### src/rtl/fetch_issue_ctrl_if.sv
// Fetch/issue bus of fetch_issue_ctrl: instruction-memory handshake, issue port,
// execute redirect and halt status, grouped so the sequencer and its environment share one bundle.
interface fetch_issue_ctrl_if;
    logic        imem_req;
    logic [31:0] imem_addr;
    logic        imem_ack;
    logic [31:0] imem_rdata;
    logic        issue_valid;
    logic        issue_ready;
    logic [31:0] issue_instr;
    logic [31:0] issue_pc;
    logic        redirect_valid;
    logic [31:0] redirect_pc;
    logic        halted;
    logic        illegal;

    modport master (
        output imem_req, imem_addr, issue_valid, issue_instr, issue_pc, halted, illegal,
        input  imem_ack, imem_rdata, issue_ready, redirect_valid, redirect_pc
    );

    modport slave (
        input  imem_req, imem_addr, issue_valid, issue_instr, issue_pc, halted, illegal,
        output imem_ack, imem_rdata, issue_ready, redirect_valid, redirect_pc
    );
endinterface

### src/rtl/fetch_issue_ctrl.sv
// Multi-cycle RV32I fetch/decode sequencer: owns the PC, runs the imem handshake,
// screens opcodes and presents each instruction on a valid/ready issue port.
module fetch_issue_ctrl #(
    parameter logic [31:0] RESET_PC = 32'h0000_0000
) (
    input  logic                 clk,
    input  logic                 rst_n,
    fetch_issue_ctrl_if.master   bus
);

    typedef enum logic [2:0] {
        ST_BOOT   = 3'd0,
        ST_FETCH  = 3'd1,
        ST_DECODE = 3'd2,
        ST_ISSUE  = 3'd3,
        ST_HALT   = 3'd4
    } state_t;

    state_t      state_r;
    logic [31:0] pc_r;
    logic [31:0] ir_r;
    logic [31:0] ipc_r;
    logic [31:0] rpc_r;
    logic        drop_r;
    logic        illegal_r;
    logic [31:0] target_s;

    function automatic logic is_legal_op(input logic [6:0] op);
        case (op)
            7'b0110111, 7'b0010111, 7'b1101111, 7'b1100111, 7'b1100011,
            7'b0000011, 7'b0100011, 7'b0010011, 7'b0110011: is_legal_op = 1'b1;
            default:                                         is_legal_op = 1'b0;
        endcase
    endfunction

    function automatic logic is_system_op(input logic [6:0] op);
        is_system_op = (op == 7'b1110011);
    endfunction

    // Redirect targets are always word aligned; the low two bits are dropped.
    assign target_s = bus.redirect_pc & 32'hFFFF_FFFC;

    assign bus.imem_req    = (state_r == ST_FETCH);
    assign bus.imem_addr   = pc_r;
    assign bus.issue_valid = (state_r == ST_ISSUE);
    assign bus.issue_instr = ir_r;
    assign bus.issue_pc    = ipc_r;
    assign bus.halted      = (state_r == ST_HALT);
    assign bus.illegal     = illegal_r;

    // Sequencer state, PC and instruction latches.
    always_ff @(posedge clk or negedge rst_n) begin
        if (!rst_n) begin
            state_r   <= ST_BOOT;
            pc_r      <= RESET_PC;
            ir_r      <= 32'h0000_0000;
            ipc_r     <= 32'h0000_0000;
            rpc_r     <= 32'h0000_0000;
            drop_r    <= 1'b0;
            illegal_r <= 1'b0;
        end else begin
            case (state_r)
                ST_BOOT: begin
                    state_r <= ST_FETCH;
                end
                ST_FETCH: begin
                    if (bus.imem_ack) begin
                        // A same-cycle redirect is newer than any pending drop target.
                        if (bus.redirect_valid) begin
                            pc_r   <= target_s;
                            drop_r <= 1'b0;
                        end else if (drop_r) begin
                            pc_r   <= rpc_r;
                            drop_r <= 1'b0;
                        end else begin
                            ir_r    <= bus.imem_rdata;
                            ipc_r   <= pc_r;
                            state_r <= ST_DECODE;
                        end
                    end else if (bus.redirect_valid) begin
                        // Request in flight: keep imem_addr stable, retarget after its ack.
                        drop_r <= 1'b1;
                        rpc_r  <= target_s;
                    end else begin
                        state_r <= ST_FETCH;
                    end
                end
                ST_DECODE: begin
                    if (bus.redirect_valid) begin
                        pc_r    <= target_s;
                        state_r <= ST_FETCH;
                    end else if (ir_r[1:0] == 2'b11 && is_legal_op(ir_r[6:0])) begin
                        state_r <= ST_ISSUE;
                    end else begin
                        illegal_r <= !is_system_op(ir_r[6:0]);
                        state_r   <= ST_HALT;
                    end
                end
                ST_ISSUE: begin
                    if (bus.redirect_valid) begin
                        pc_r    <= target_s;
                        state_r <= ST_FETCH;
                    end else if (bus.issue_ready) begin
                        pc_r    <= ipc_r + 32'd4;
                        state_r <= ST_FETCH;
                    end else begin
                        state_r <= ST_ISSUE;
                    end
                end
                ST_HALT: begin
                    state_r <= ST_HALT;
                end
                default: begin
                    state_r <= ST_BOOT;
                end
            endcase
        end
    end

endmodule

### src/flat_wrapper.sv
// flat-port wrapper written by rule: the top's interface ports become plain ports
module fetch_issue_ctrl_flat 
#(
    parameter logic [31:0] RESET_PC = 32'h0000_0000
)
  (clk, rst_n, bus_imem_req, bus_imem_addr, bus_issue_valid, bus_issue_instr, bus_issue_pc, bus_halted, bus_illegal, bus_imem_ack, bus_imem_rdata, bus_issue_ready, bus_redirect_valid, bus_redirect_pc);
  fetch_issue_ctrl_if bus_i ();
  input  logic clk;
  input  logic rst_n;
  output wire logic [$bits(bus_i.imem_req)-1:0] bus_imem_req;
  output wire logic [$bits(bus_i.imem_addr)-1:0] bus_imem_addr;
  output wire logic [$bits(bus_i.issue_valid)-1:0] bus_issue_valid;
  output wire logic [$bits(bus_i.issue_instr)-1:0] bus_issue_instr;
  output wire logic [$bits(bus_i.issue_pc)-1:0] bus_issue_pc;
  output wire logic [$bits(bus_i.halted)-1:0] bus_halted;
  output wire logic [$bits(bus_i.illegal)-1:0] bus_illegal;
  input wire logic [$bits(bus_i.imem_ack)-1:0] bus_imem_ack;
  input wire logic [$bits(bus_i.imem_rdata)-1:0] bus_imem_rdata;
  input wire logic [$bits(bus_i.issue_ready)-1:0] bus_issue_ready;
  input wire logic [$bits(bus_i.redirect_valid)-1:0] bus_redirect_valid;
  input wire logic [$bits(bus_i.redirect_pc)-1:0] bus_redirect_pc;
  assign bus_imem_req = bus_i.imem_req;
  assign bus_imem_addr = bus_i.imem_addr;
  assign bus_issue_valid = bus_i.issue_valid;
  assign bus_issue_instr = bus_i.issue_instr;
  assign bus_issue_pc = bus_i.issue_pc;
  assign bus_halted = bus_i.halted;
  assign bus_illegal = bus_i.illegal;
  assign bus_i.imem_ack = bus_imem_ack;
  assign bus_i.imem_rdata = bus_imem_rdata;
  assign bus_i.issue_ready = bus_issue_ready;
  assign bus_i.redirect_valid = bus_redirect_valid;
  assign bus_i.redirect_pc = bus_redirect_pc;
  fetch_issue_ctrl #(.RESET_PC(RESET_PC)) u_core (.clk(clk), .rst_n(rst_n), .bus(bus_i));
endmodule
### config.mk
export PLATFORM = sky130hd
export DESIGN_NAME = fetch_issue_ctrl_flat
export DESIGN_NICKNAME = d
export VERILOG_FILES = /design/src/rtl/fetch_issue_ctrl_if.sv /design/src/rtl/fetch_issue_ctrl.sv /design/src/flat_wrapper.sv
export SDC_FILE = /design/constraint.sdc
export NUM_CORES = 1
export LEC_CHECK = 0
export BUFFER_PORTS_ARGS = -buffer_cell sky130_fd_sc_hd__buf_4
export CAP_MARGIN = 40
export CORE_ASPECT_RATIO = 1.1
export CORE_MARGIN = 10
export CORE_UTILIZATION = 45
export CTS_CLUSTER_DIAMETER = 60
export DETAILED_ROUTE_END_ITERATION = 8
export PLACE_DENSITY = 0.81
export SLEW_MARGIN = 20
export SYNTH_ARGS = -nofsm -noshare
export SYNTH_HDL_FRONTEND = slang
export SYNTH_SLANG_ARGS = --single-unit
export TNS_END_PERCENT = 1
### constraint.sdc
create_clock -name clk -period 2.31 [get_ports clk]
set_clock_uncertainty 0.2 [all_clocks]
set_input_delay 0.462 -clock clk [delete_from_list [all_inputs] [get_ports clk]]
set_output_delay 0.462 -clock clk [all_outputs]
set_load 0.02 [all_outputs]
Word-level counts from Yosys, hierarchy flattened --
Cells that the tools add are included.
Storage, ports and cells: register bits 131, bits of input ports 69, output and inout port bits 100, logic and storage cells 66
Operators by class: add/sub/neg operators 1, equality and inequality tests 21, mux-type cells 21, bitwise gates (word level) 4, reductions and logical operators 12
Operators by type and width (count):
- two-way mux 32 bit | 6
- case mux 32 bit (3 select lines) | 1
- adder 32 x 3 -> 32 bit (second input constant) | 1
- equality test 7 bit (second input constant) | 4
- equality test 7 x 6 -> 1 bit (second input constant) | 3
- two-way mux 3 bit | 7
- case mux 3 bit (5 select lines) | 1
- equality test 7 x 5 -> 1 bit (second input constant) | 2
- OR reduction 9 bit | 1
- equality test 7 x 2 -> 1 bit (second input constant) | 1
- equality test 3 x 2 -> 1 bit (second input constant) | 2
- inequality test 3 x 1 -> 1 bit (second input constant) | 2
- AND reduction 3 bit | 2
- two-way mux 1 bit | 5
- AND reduction 5 bit | 1
- inequality test 2 bit (second input constant) | 2
- NOT 1 bit | 4
- AND reduction 2 bit | 2
- AND reduction 4 bit | 1
- equality test 3 x 1 -> 1 bit (second input constant) | 1
- equality test 3 bit (second input constant) | 1
- logical NOT 3 bit | 1
- inequality test 3 bit (second input constant) | 1
- nonzero test 3 bit | 1
- 6 further kinds | 6

Longest topological paths before layout --
Gate-level depths: netlist (run 1).
word-level depth 9, mapped depth 8, gate-level depth less buffers 6

Least setup slack after synthesis (run 1) --
No wires, ideal clock.
path kind reg-to-reg, start register u_core.ipc_r[2], in the netlist u_core.bus.issue_pc[2], end register u_core.pc_r[18], in the netlist u_core.bus.imem_addr[18], library setup time 135 ps, arrival 1832 ps, required time 1975 ps, setup slack 143 ps, cell stages (with the launch flop) 7, clock period less this slack 2167 ps, cell sequence dfrtp_1 > ha_1 > nand4_1 > nor4_1 > xor2_1 > a222oi_1 > o21ai_0
On the way: cells in the longest elaborated chain, start to end 4
Ends and longest elaborated chain:
- start, declared | line fetch_issue_ctrl.sv:22 | logic [31:0] ipc_r;
- start signal, assigned | line fetch_issue_ctrl.sv:77 | ipc_r <= pc_r;
- adder 32 x 3 -> 32 bit | line fetch_issue_ctrl.sv:104 | pc_r <= ipc_r + 32'd4;
- two-way mux 32 bit | line fetch_issue_ctrl.sv:103 | end else if (bus.issue_ready) begin
- two-way mux 32 bit | line fetch_issue_ctrl.sv:100 | if (bus.redirect_valid) begin
- case mux 32 bit (3 select lines) | line fetch_issue_ctrl.sv:62 | case (state_r)
- end signal, assigned | line fetch_issue_ctrl.sv:70 | pc_r <= target_s;
- end signal, assigned | line fetch_issue_ctrl.sv:101 | pc_r <= target_s;
- end signal, assigned | line fetch_issue_ctrl.sv:104
- end, declared | line fetch_issue_ctrl.sv:20 | logic [31:0] pc_r;
Every way passes these cells. The select of a mux whose other input is x is not followed. A chain may end at the register's enable or synchronous reset.

Worst setup path in the final report (run 1) --
start register u_core.state_r[1], end output port bus_issue_valid
On the way: cells in the longest elaborated chain, start to end 1
Ends and longest elaborated chain:
- start, declared | line fetch_issue_ctrl.sv:19 | state_t state_r;
- start signal, assigned | line fetch_issue_ctrl.sv:54 | state_r <= ST_BOOT;
- start signal, assigned | line fetch_issue_ctrl.sv:64 | state_r <= ST_FETCH;
- start signal, assigned | line fetch_issue_ctrl.sv:78 | state_r <= ST_DECODE;
- equality test 3 x 2 -> 1 bit | line fetch_issue_ctrl.sv:45 | assign bus.issue_valid = (state_r == ST_ISSUE);
- end, declared | line flat_wrapper.sv:12 | output wire logic [$bits(bus_i.issue_valid)-1:0] bus_issue_valid;
Every way passes these cells.

==> out/metrics.yaml, run 1 <==
status: "finished clean"
clock_sinks: 131
numCtsBuffers: 17
drt-total-wl_um: 18400
synth_edf_count: 0
synthTopCellsByCount: "dfrtp_1, mux2_2, nand2_1, o21ai_0, nor2_1"
max_slew.worst_pin.slew_ps: 653
place_congestion: 0.851
antenna_found_initial: 0
synth_area_leader_cell: "dfrtp_1"
hold_ws_ps: 68.7
crit_type: "reg2out"
synth-warning-count: 0
die_w_um: 132
hold_violations: 0
rrSetupSlack_ps: 130
hold_class: "in2reg"
max_slew_margin_pct: 56.5
place.port_buffers: 166
dieArea_um2: 18900
grt_usage_pct: 19.3
start_kind: "flip-flop"
yosysUniqueCellTypes: 63
grt_pass1_vias: 5680
cts_tree: "done"
dp.final_hpwl_um: 13300
peakVddDrop_mv: 0.784
async_reset_ff_share_pct: 100
p_per_area_nw_per_um2: 1500
rsz0062_at_grt: "no"
startpoint: "u_core.state_r[1]"
first_iter_violations: 441
route.detailed.wl_per_inst_um: 20.1
synth_area_um2: 6220
core_area_um2: 13700
cts_root_buf: "clkbuf_16"
seq_power_share_pct: 33.9
grt_overflow: 0
synth_most_common_cell: "dfrtp_1"
antenna_cells: 0
rr_endpoint: "u_core.bus.imem_addr[31]"
nets: 786
fp-row-count: 45
num_vias: 5291
synth_cells: 526
clk_pin_slew_ps: 60
swShare_pct: 38.7
leakage_uw: 0.00380
ys_ff_latch: 131
syn_to_final_growth_pct: 36.9
arrival_ps: 1580
grt_start_max_net_pins: 58
clock_latency_ps: 420
maxCapViolCount: 0
combPwrFrac_pct: 45.6
setup_tns_ps: 0
fmax_mhz: 447
switching_power_uw: 4960
ant_nets: 0
crit_end: "bus_issue_valid"
p_int_uw: 7850
drc_errors: 0
syn_nets: 596
setup_viol: 0
critPathMaxFanout: 13
ys.flop_type: "dfrtp_1"
grt_pass1_wl_um: 29300
worst_ep_required_time_ps: 1650
avgSynthCellArea_um2: 11.8
reg2regPathDepth: 5
synth_area_leaders: "dfrtp_1, mux2_2, nand2_1"
r2r-start: "u_core.bus.issue_pc[26]"
clock_path_buffers: 2
ios: 169
die_y_um: 143
ys_seq_area_share_pct: 52.7
p_clk_share_pct: 20.5
cp-end-kind: "primary output"
finalCriticalPeriod_ps: 2240
drive_gt1_share_pct: 48.1
initial_core_util_pct: 45.5
maxSlewViolCount: 0
viasPerCell: 5.78
min_period_over_period_pct: 96.9
cts.htree.levels: 4
synth_top_area_share_pct: 52.7
first_pass_iters: 6
[worst max-delay path, stage by stage, from the launching register on]
cell and delay, ps:
dfrtp_2 500, nor2b_4 250, and2_2 240, buf_4 170
[power groups by stage]
stage,sequential (uW),clock [uW],combinational (uW)
final,4350,2630,5840
after global routing,4490,2780,6280
after detailed placement,4350,0,5850
after global placement,4250,0,5700
after floorplan,5190,0,2370
after CTS,4330,2670,5890
[final cells by class]
class | count | area, um^2
timing repair buffer | 204 | 1610
sequential | 131 | 3280
multi-input combinational | 354 | 2790
clock inverter | 9 | 106
inverter | 8 | 30.0
fill | 1050 | 5160
tap | 188 | 235
clock buffer | 21 | 470
[state kept, by name (all words and copies together) (netlist names)]
register                cells
u_core.bus.illegal          1
u_core.bus.imem_addr       32
u_core.bus.issue_instr     32
u_core.bus.issue_pc        32
u_core.drop_r               1
u_core.rpc_r               30
u_core.state_r              3
[worst min path at each step]
stage	start	end	slack [ps]	depth (start not counted)
floorplan	rst_n	u_core.bus.illegal	-30	0
global placement	rst_n	u_core.bus.imem_addr[24]	270	1
detailed placement	rst_n	u_core.bus.issue_pc[22]	270	1
CTS	bus_imem_ack	u_core.drop_r	50	2
global route	bus_imem_rdata[28]	u_core.bus.issue_instr[28]	60	2
finish	bus_imem_ack	u_core.drop_r	70	2
[cells in the final DEF (no fill, tap or decap), types with 2 or more instances in the layout]
cell and n:
and3_1 2, a21oi_1 11, o22ai_1 3, nor2_1 21, mux2i_1 2, bufinv_16 2, xnor2_1 12, nor4_2 3
o21a_1 8, a222oi_1 13, mux2_2 94, nor3b_1 3, clkinvlp_4 3, nor4_1 9, nand3_1 16, nor3_1 12
nand2_2 2, nor2_2 2, buf_12 6, o211ai_1 3, o21ai_0 22, a221oi_1 9, nand4_1 8, nand2_1 35
dfrtp_1 130, xor2_1 6, and4_1 3, nand2b_1 2, clkbuf_8 3, a22oi_1 7, nor2b_1 2, clkbuf_16 17
o31a_1 2, and2_1 3, inv_1 8, o21ai_2 2, clkinv_2 3, buf_4 196, a31oi_1 6
[stage by stage]
stage,std cells,power (uW),worst slack [ps],utilization [%],area [um^2]
3_3_place_gp,884,9950,194,57.8,7910
5_1_grt,915,13600,0.844,62.3,8520
4_1_cts,915,12900,62.5,62.2,8510
3_5_place_dp,884,10200,86.4,57.8,7910
2_1_floorplan,526,7560,143,-,6220
6_report,915,12800,70.7,62.3,8520
[routing by layer]
layer / part of all wire (%) / wire [um] / GRT usage [%] / vias to the layer above
met2: 51 / 9330 / 33.4 / 247
met3: 9.2 / 1700 / 7.19 / 25
met5: 0 / 0 / 0 / -
met1: 39 / 7110 / 21.3 / 2666
met4: 1.5 / 269 / 6.91 / 0
li1: - / - / - / 2353
[cells by family after synthesis]
| logic type | count (synthesis) | synth area share (%) |
|---|---|---|
| buf+inv | 41 | 3.18 |
| simple gates | 136 | 11.8 |
| compound gates | 102 | 12.1 |
| fa+ha+maj | 1 | 0.201 |
| xor+xnor | 18 | 2.53 |
| mux | 97 | 17.5 |
| flops | 131 | 52.7 |
[timing repair]
action                     4_1_cts  5_1_grt
setup buffers                    0        0
hold endpoints to repair        55        0
setup endpoints to repair        1        3
resized for setup                4        3
hold buffers                     1        0
(Power assumes the default switching activity.)
==> run 2, diff against run 1 <==
--- a/config.mk
+++ b/config.mk
@@ -12,7 +12,7 @@
 export CORE_UTILIZATION = 45
 export CTS_CLUSTER_DIAMETER = 60
 export DETAILED_ROUTE_END_ITERATION = 8
-export PLACE_DENSITY = 0.81
+export PLACE_DENSITY = 0.84
 export SLEW_MARGIN = 20
 export SYNTH_ARGS = -nofsm -noshare
 export SYNTH_HDL_FRONTEND = slang
==> constraint.sdc (replaced) <==
create_clock -name clk -period 2.05 [get_ports clk]
set_clock_uncertainty 0.2 [all_clocks]
set_input_delay 0.41 -clock clk [delete_from_list [all_inputs] [get_ports clk]]
set_output_delay 0.41 -clock clk [all_outputs]
set_load 0.02 [all_outputs]
==> run 2 against run 1 <==
Compared with the run above:
- the flow now finishes with violations (negative setup slack)
- utilization grew 3.1 points
- final cell count grew 3.8%
- sequential share of layout area shrank 1.7 points
- critical path type unchanged
- largest cell class unchanged
==> out/metrics.yaml, run 2 (same netlist as run 1, synthesis figures left out) <==
worst_ep_required_time_ps: 1440  # -210 ps
placed_area_um2: 8150  # +3.0%
mostFrequentLayoutCells: "buf_4, dfrtp_1, mux2_2"
min_period_over_period_pct: 102
drc_errors: 0  # unchanged
antenna_cells: 0  # unchanged
cp-end-kind: "primary output"
hold_violations: 0  # unchanged
min_to: "u_core.bus.issue_instr[7]"
grt_pass1_wl_um: 30200  # +3.3%
arrival_ps: 1480  # -100 ps
layout_setup_ws_ps: -35.3  # -106 ps
critPathMaxFanout: 7  # -6
grt_use_met2_pct: 34.1  # +0.77 points
use_met3_pct: 7.33  # +0.14 points
cts.htree.levels: 4  # unchanged
cts_root_buf: "clkbuf_16"
dieArea_um2: 18900  # unchanged
place_congestion: 0.833  # -2.1%
die_w_um: 132  # unchanged
cp_slowest_cell: "dfrtp_2"
switching_power_uw: 5830  # +18%
syn_to_final_growth_pct: 43.7
leakage_uw: 0.00404  # +6.1%
first_pass_iters: 6  # unchanged
finalInstanceArea_um2: 8940  # +5.0%
grt_pass1_vias: 5858  # +3.1%
use_met1_pct: 22.2  # +0.90 points
die_y_um: 143  # unchanged
numCtsBuffers: 17  # unchanged
hold_depth: 2  # unchanged
combPwrFrac_pct: 47.5  # +1.9 points
hold_class: "in2reg"
clock_latency_ps: 410  # about the same
initial_core_util_pct: 45.5  # unchanged
final_common_cell: "buf_4"
drive_gt1_share_pct: 53.7  # +5.5 points
grt_usage_pct: 20.0  # +0.69 points
finalCriticalPeriod_ps: 2090
peakVddDrop_mv: 0.931  # +19%
clk_pin_slew_ps: 60  # about the same
grt_start_max_net_pins: 82  # +41%
drt-total-wl_um: 19300  # +4.9%
p_clk_share_pct: 20.0  # -0.5 points
cts_tree: "done"
clock_sinks: 131  # unchanged
ant_nets: 0  # unchanged
setup_viol: 1  # +1
rrSetupSlack_ps: 30  # -100 ps
worstPathCellList: "nor2b_1, buf_4, and2_4, buf_6"
crit_type: "reg2out"
clock_path_buffers: 2  # unchanged
min-delay-start: "bus_imem_rdata[7]"
maxSlewViolCount: 0  # unchanged
p_int_uw: 9210  # +17%
rr_endpoint: "u_core.bus.imem_addr[11]"
violations: "negative setup slack"
start_kind: "flip-flop"
nets: 819  # +4.2%
core_area_um2: 13700  # unchanged
ios: 169  # unchanged
dp.final_hpwl_um: 13800  # +3.4%
max_slew.worst_pin.slew_ps: 540  # -113 ps
reg2regPathDepth: 7  # +2
fillers: 1045  # -0.48%
num_vias: 5384  # +1.8%
r2r-start: "u_core.state_r[1]"
viasPerCell: 5.67  # -2.0%
place.port_buffers: 166  # unchanged
rsz0062_at_grt: "yes"
setup_tns_ps: -35.3  # -35.3 ps
maxCapViolCount: 0  # unchanged
fp-row-count: 45  # unchanged
hold_ws_ps: 24.1  # -44.6 ps
route.detailed.wl_per_inst_um: 20.3  # +1.0%
seq_power_share_pct: 32.5  # -1.4 points
fmax_mhz: 480
top_usage_layer: "met2"
antenna_found_initial: 0  # unchanged
max_slew_margin_pct: 64.0  # +7.5 points
p_per_area_nw_per_um2: 1680  # +12%
swShare_pct: 38.8  # about the same
max_stage_delay_ps: 440  # -60 ps
grt_overflow: 0  # unchanged
total_power_uw: 15000  # +17%
final_util_pct: 65.4  # +3.1 points
status: "complete, but fails checks"
first_iter_violations: 519  # +18%
-- run 2: cell type report --
cell class | count | area, um^2 | area share [%]
clock buffers | 22 | 484 | 5.41
flip-flops and latches | 131 | 3290 | 36.8
multi-input cells | 354 | 2910 | 32.6
inverters | 8 | 30.0 | 0.336
clock inverters | 10 | 105 | 1.18
repair buffers | 237 | 1890 | 21.1
well taps | 188 | 235 | 2.63
-- run 2: worst max-delay path by stage --
stage	from	to	cells past startpoint
after global routing	u_core.state_r[2]	bus_issue_valid	4
final	u_core.state_r[2]	bus_issue_valid	4
after detailed placement	bus_redirect_valid	u_core.bus.imem_addr[16]	7
after global placement	bus_redirect_valid	u_core.bus.imem_addr[6]	8
after floorplan	u_core.bus.issue_pc[26]	u_core.bus.imem_addr[31]	5
after CTS	u_core.state_r[2]	u_core.bus.imem_addr[28]	7
-- run 2: what timing repair did --
action / 4_1_cts / 5_1_grt
resized for setup: 14 / 27
hold buffers: 1 / 0
setup endpoints to repair: 19 / 55
hold endpoints to repair: 131 / 0
pin swaps: 1 / 4
buffers inserted: 3 / 2
-- run 2: power groups by stage --
stage | Combinational, uW | Clock [uW] | Sequential (uW)
after global routing | 7640 | 3160 | 5030
after global placement | 6720 | 0 | 4730
final | 7140 | 3010 | 4890
after CTS | 7060 | 3040 | 4830
after detailed placement | 6930 | 0 | 4850
after floorplan | 2680 | 0 | 5850
-- run 2: critical path, delay by kind of cell (launching register included) --
family | cells | cell delay [ps]
buffers and inverters | 2 | 290
and+or+nand+nor | 2 | 330
DFF | 1 | 440
-- run 2: through the flow --
stage | setup WS, ps | std cells
finish | -35.3 | 950
global route | -79.5 | 950
CTS | -7.19 | 948
detailed placement | -101 | 912
global placement | -7.66 | 912
floorplan | -22.0 | 526
-- run 2: per-layer routing --
layer	share of wire (%)	up-vias
met4	2.4	0
met3	7.6	42
met2	51	232
li1	-	2426
met1	39	2684
met5	0	-
==> run 3, diff against run 2 <==
--- a/config.mk
+++ b/config.mk
@@ -12,7 +12,7 @@
 export CORE_UTILIZATION = 45
 export CTS_CLUSTER_DIAMETER = 60
 export DETAILED_ROUTE_END_ITERATION = 8
-export PLACE_DENSITY = 0.84
+export PLACE_DENSITY = 0.81
 export SLEW_MARGIN = 20
 export SYNTH_ARGS = -nofsm -noshare
 export SYNTH_HDL_FRONTEND = slang
==> constraint.sdc (replaced) <==
create_clock -name clk -period 2.15 [get_ports clk]
set_clock_uncertainty 0.2 [all_clocks]
set_input_delay 0.43 -clock clk [delete_from_list [all_inputs] [get_ports clk]]
set_output_delay 0.43 -clock clk [all_outputs]
set_load 0.02 [all_outputs]
==> run 3 against run 2 <==
Compared with the run above:
- the run now ends clean
- flip-flop and latch count unchanged
- combinational power fell by 8.1%
- clock power shrank 9.3%
- setup slack improved by 73 ps
- worst hold slack improved by 14 ps
- sequential share of layout area rose by 1.1 points
- largest cell class unchanged
- final cell count down 1.7%
==> out/metrics.yaml, run 3 (same netlist as run 1, synthesis figures left out) <==
antenna_found_initial: 0  # unchanged
ant_nets: 0  # unchanged
clock_latency_ps: 420  # about the same
leakage_uw: 0.00389  # -3.6%
hold_class: "in2reg"
seqCellArea_um2: 3280  # -0.19%
place_congestion: 0.883  # +6.0%
nets: 803  # -2.0%
drt-total-wl_um: 18400  # -4.5%
rr_endpoint: "u_core.bus.imem_addr[16]"
fin_cells: 934  # -1.7%
place.port_buffers: 166  # unchanged
viasPerCell: 5.72  # +0.98%
route.detailed.wl_per_inst_um: 19.7  # -2.9%
grt_pass1_vias: 5750  # -1.8%
dp_cells: 901  # -1.2%
cp_top_family: "flip-flops"
cp_slowest_cell: "dfrtp_2"
final_common_cell: "buf_4"
mostFrequentLayoutCells: "buf_4, dfrtp_1, mux2_2"
setup_viol: 0  # -1
layout_setup_ws_ps: 37.3  # +72.7 ps
cp-end-kind: "primary output"
arrival_ps: 1480  # about the same
first_pass_iters: 6  # unchanged
reg2regPathDepth: 6  # -1
p_per_area_nw_per_um2: 1600  # -4.9%
startpoint: "u_core.state_r[2]"
clock_path_buffers: 2  # unchanged
antenna_cells: 0  # unchanged
worstPathCellList: "nand2b_2, nor2_4, buf_4"
peakVddDrop_mv: 0.805  # -13%
rrSetupSlack_ps: 40  # about the same
dp.final_hpwl_um: 13700  # -0.59%
max_stage_delay_ps: 470  # +30 ps
grt_usage_pct: 19.4  # -0.50 points
multi_input_area_um2: 2810  # -3.5%
r2r-start: "u_core.state_r[2]"
num_vias: 5345  # -0.72%
grt_overflow: 0  # unchanged
die_w_um: 132  # unchanged
fp-row-count: 45  # unchanged
worst_ep_required_time_ps: 1520  # +80 ps
drc_errors: 0  # unchanged
hold_violations: 0  # unchanged
cts.htree.levels: 4  # unchanged
rsz0062_at_grt: "yes"
dieArea_um2: 18900  # unchanged
grt_start_max_net_pins: 52  # -37%
syn_to_final_growth_pct: 39.3
max_slew_margin_pct: 56.2  # -7.8 points
initial_core_util_pct: 45.5  # unchanged
numCtsBuffers: 17  # unchanged
worst-path-buf-inv: 1  # -1
cts_tree: "done"
max_slew.worst_pin.slew_ps: 657  # +117 ps
min-delay-start: "bus_imem_ack"
status: "finished clean"
final_util_pct: 63.4  # -2.0 points
dpl_worst_slack_ps: 12.3  # +113 ps
maxCapViolCount: 0  # unchanged
core_area_um2: 13700  # unchanged
ios: 169  # unchanged
first_iter_violations: 438  # -16%
cp.depth: 3  # -1
crit_type: "reg2out"
finalCriticalPeriod_ps: 2110
fillers: 1080  # +3.3%
fmax_mhz: 473
clk_pin_slew_ps: 50  # about the same
drive_gt1_share_pct: 49.9  # -3.8 points
cts_root_buf: "clkbuf_16"
min_period_over_period_pct: 98.3
clock_sinks: 131  # unchanged
maxSlewViolCount: 0  # unchanged
die_y_um: 143  # unchanged
start_kind: "flip-flop"
grt_pass1_wl_um: 29400  # -2.8%
crit_end: "bus_imem_req"
critPathMaxFanout: 9  # +2
run 3: cell types whose count changed in the layout (fill, tap and decap cells not counted), moves of 3 or more:
cell      before  now
dfrtp_2        9    4
dfrtp_1      122  127
clkbuf_1       1    6
o21ai_1        3    0
buf_6          5    1
nor3_2         3    0
nor3_1         9   12
buf_4        224  212
o21ai_0       19   22
clkinv_2       6    3
run 3: worst register-to-register path, stage by stage (launching register included):
cell	delay [ps]
dfrtp_2	470
nand2b_2	270
o32ai_2	220
nand2_2	150
buf_12	200
a221oi_1	320
a21oi_1	140
run 3: cell type report:
| cell class | instances | area share [%] |
|---|---|---|
| repair buffers | 221 | 20.2 |
| flip-flops and latches | 131 | 37.9 |
| well taps | 188 | 2.71 |
| clock inverters | 4 | 0.519 |
| clock buffers | 28 | 5.96 |
| multi-input cells | 354 | 32.4 |
| inverters | 8 | 0.346 |
run 3: routing by layer:
layer | up-vias | GRT usage [%] | wire length [um]
met2 | 219 | 32.7 | 9240
met5 | - | 0 | 0
met1 | 2693 | 21.8 | 7130
met3 | 40 | 7.47 | 1600
met4 | 0 | 8.14 | 464
li1 | 2393 | - | -
run 3: through the flow:
step / power (uW) / instance area, um^2 / hold slack (ps) / setup TNS, ps
after global routing: 14700 / 8670 / 29.1 / -66.9
after floorplan: 8120 / 6220 / -65.6 / -2.90
final: 13900 / 8670 / 38.0 / 0
after CTS: 14000 / 8640 / 20.6 / 0
after detailed placement: 11100 / 8050 / 110 / 0
after global placement: 10900 / 8050 / 111 / 0
run 3: report_power, final:
part | switching (uW) | internal [uW]
Clock | 991 | 1740
Sequential | 918 | 3670
Combinational | 3410 | 3150
Total | 5320 | 8560
run 3: repair_timing:
item | 4_1_cts | 5_1_grt
resized for setup | 8 | 9
endpoints found under the setup margin | 4 | 9
hold buffers | 1 | 0
pin swaps | 0 | 0
endpoints found under the hold margin | 104 | 0
setup buffers | 0 | 0
run 3: worst min path at each step:
stage	endpoint	slack, ps	cells after the start
after floorplan	u_core.bus.illegal	-70	0
after global placement	u_core.bus.imem_addr[22]	110	1
after detailed placement	u_core.bus.imem_addr[22]	110	1
after CTS	u_core.drop_r	20	2
after global routing	u_core.bus.issue_instr[23]	30	2
final	u_core.drop_r	40	2
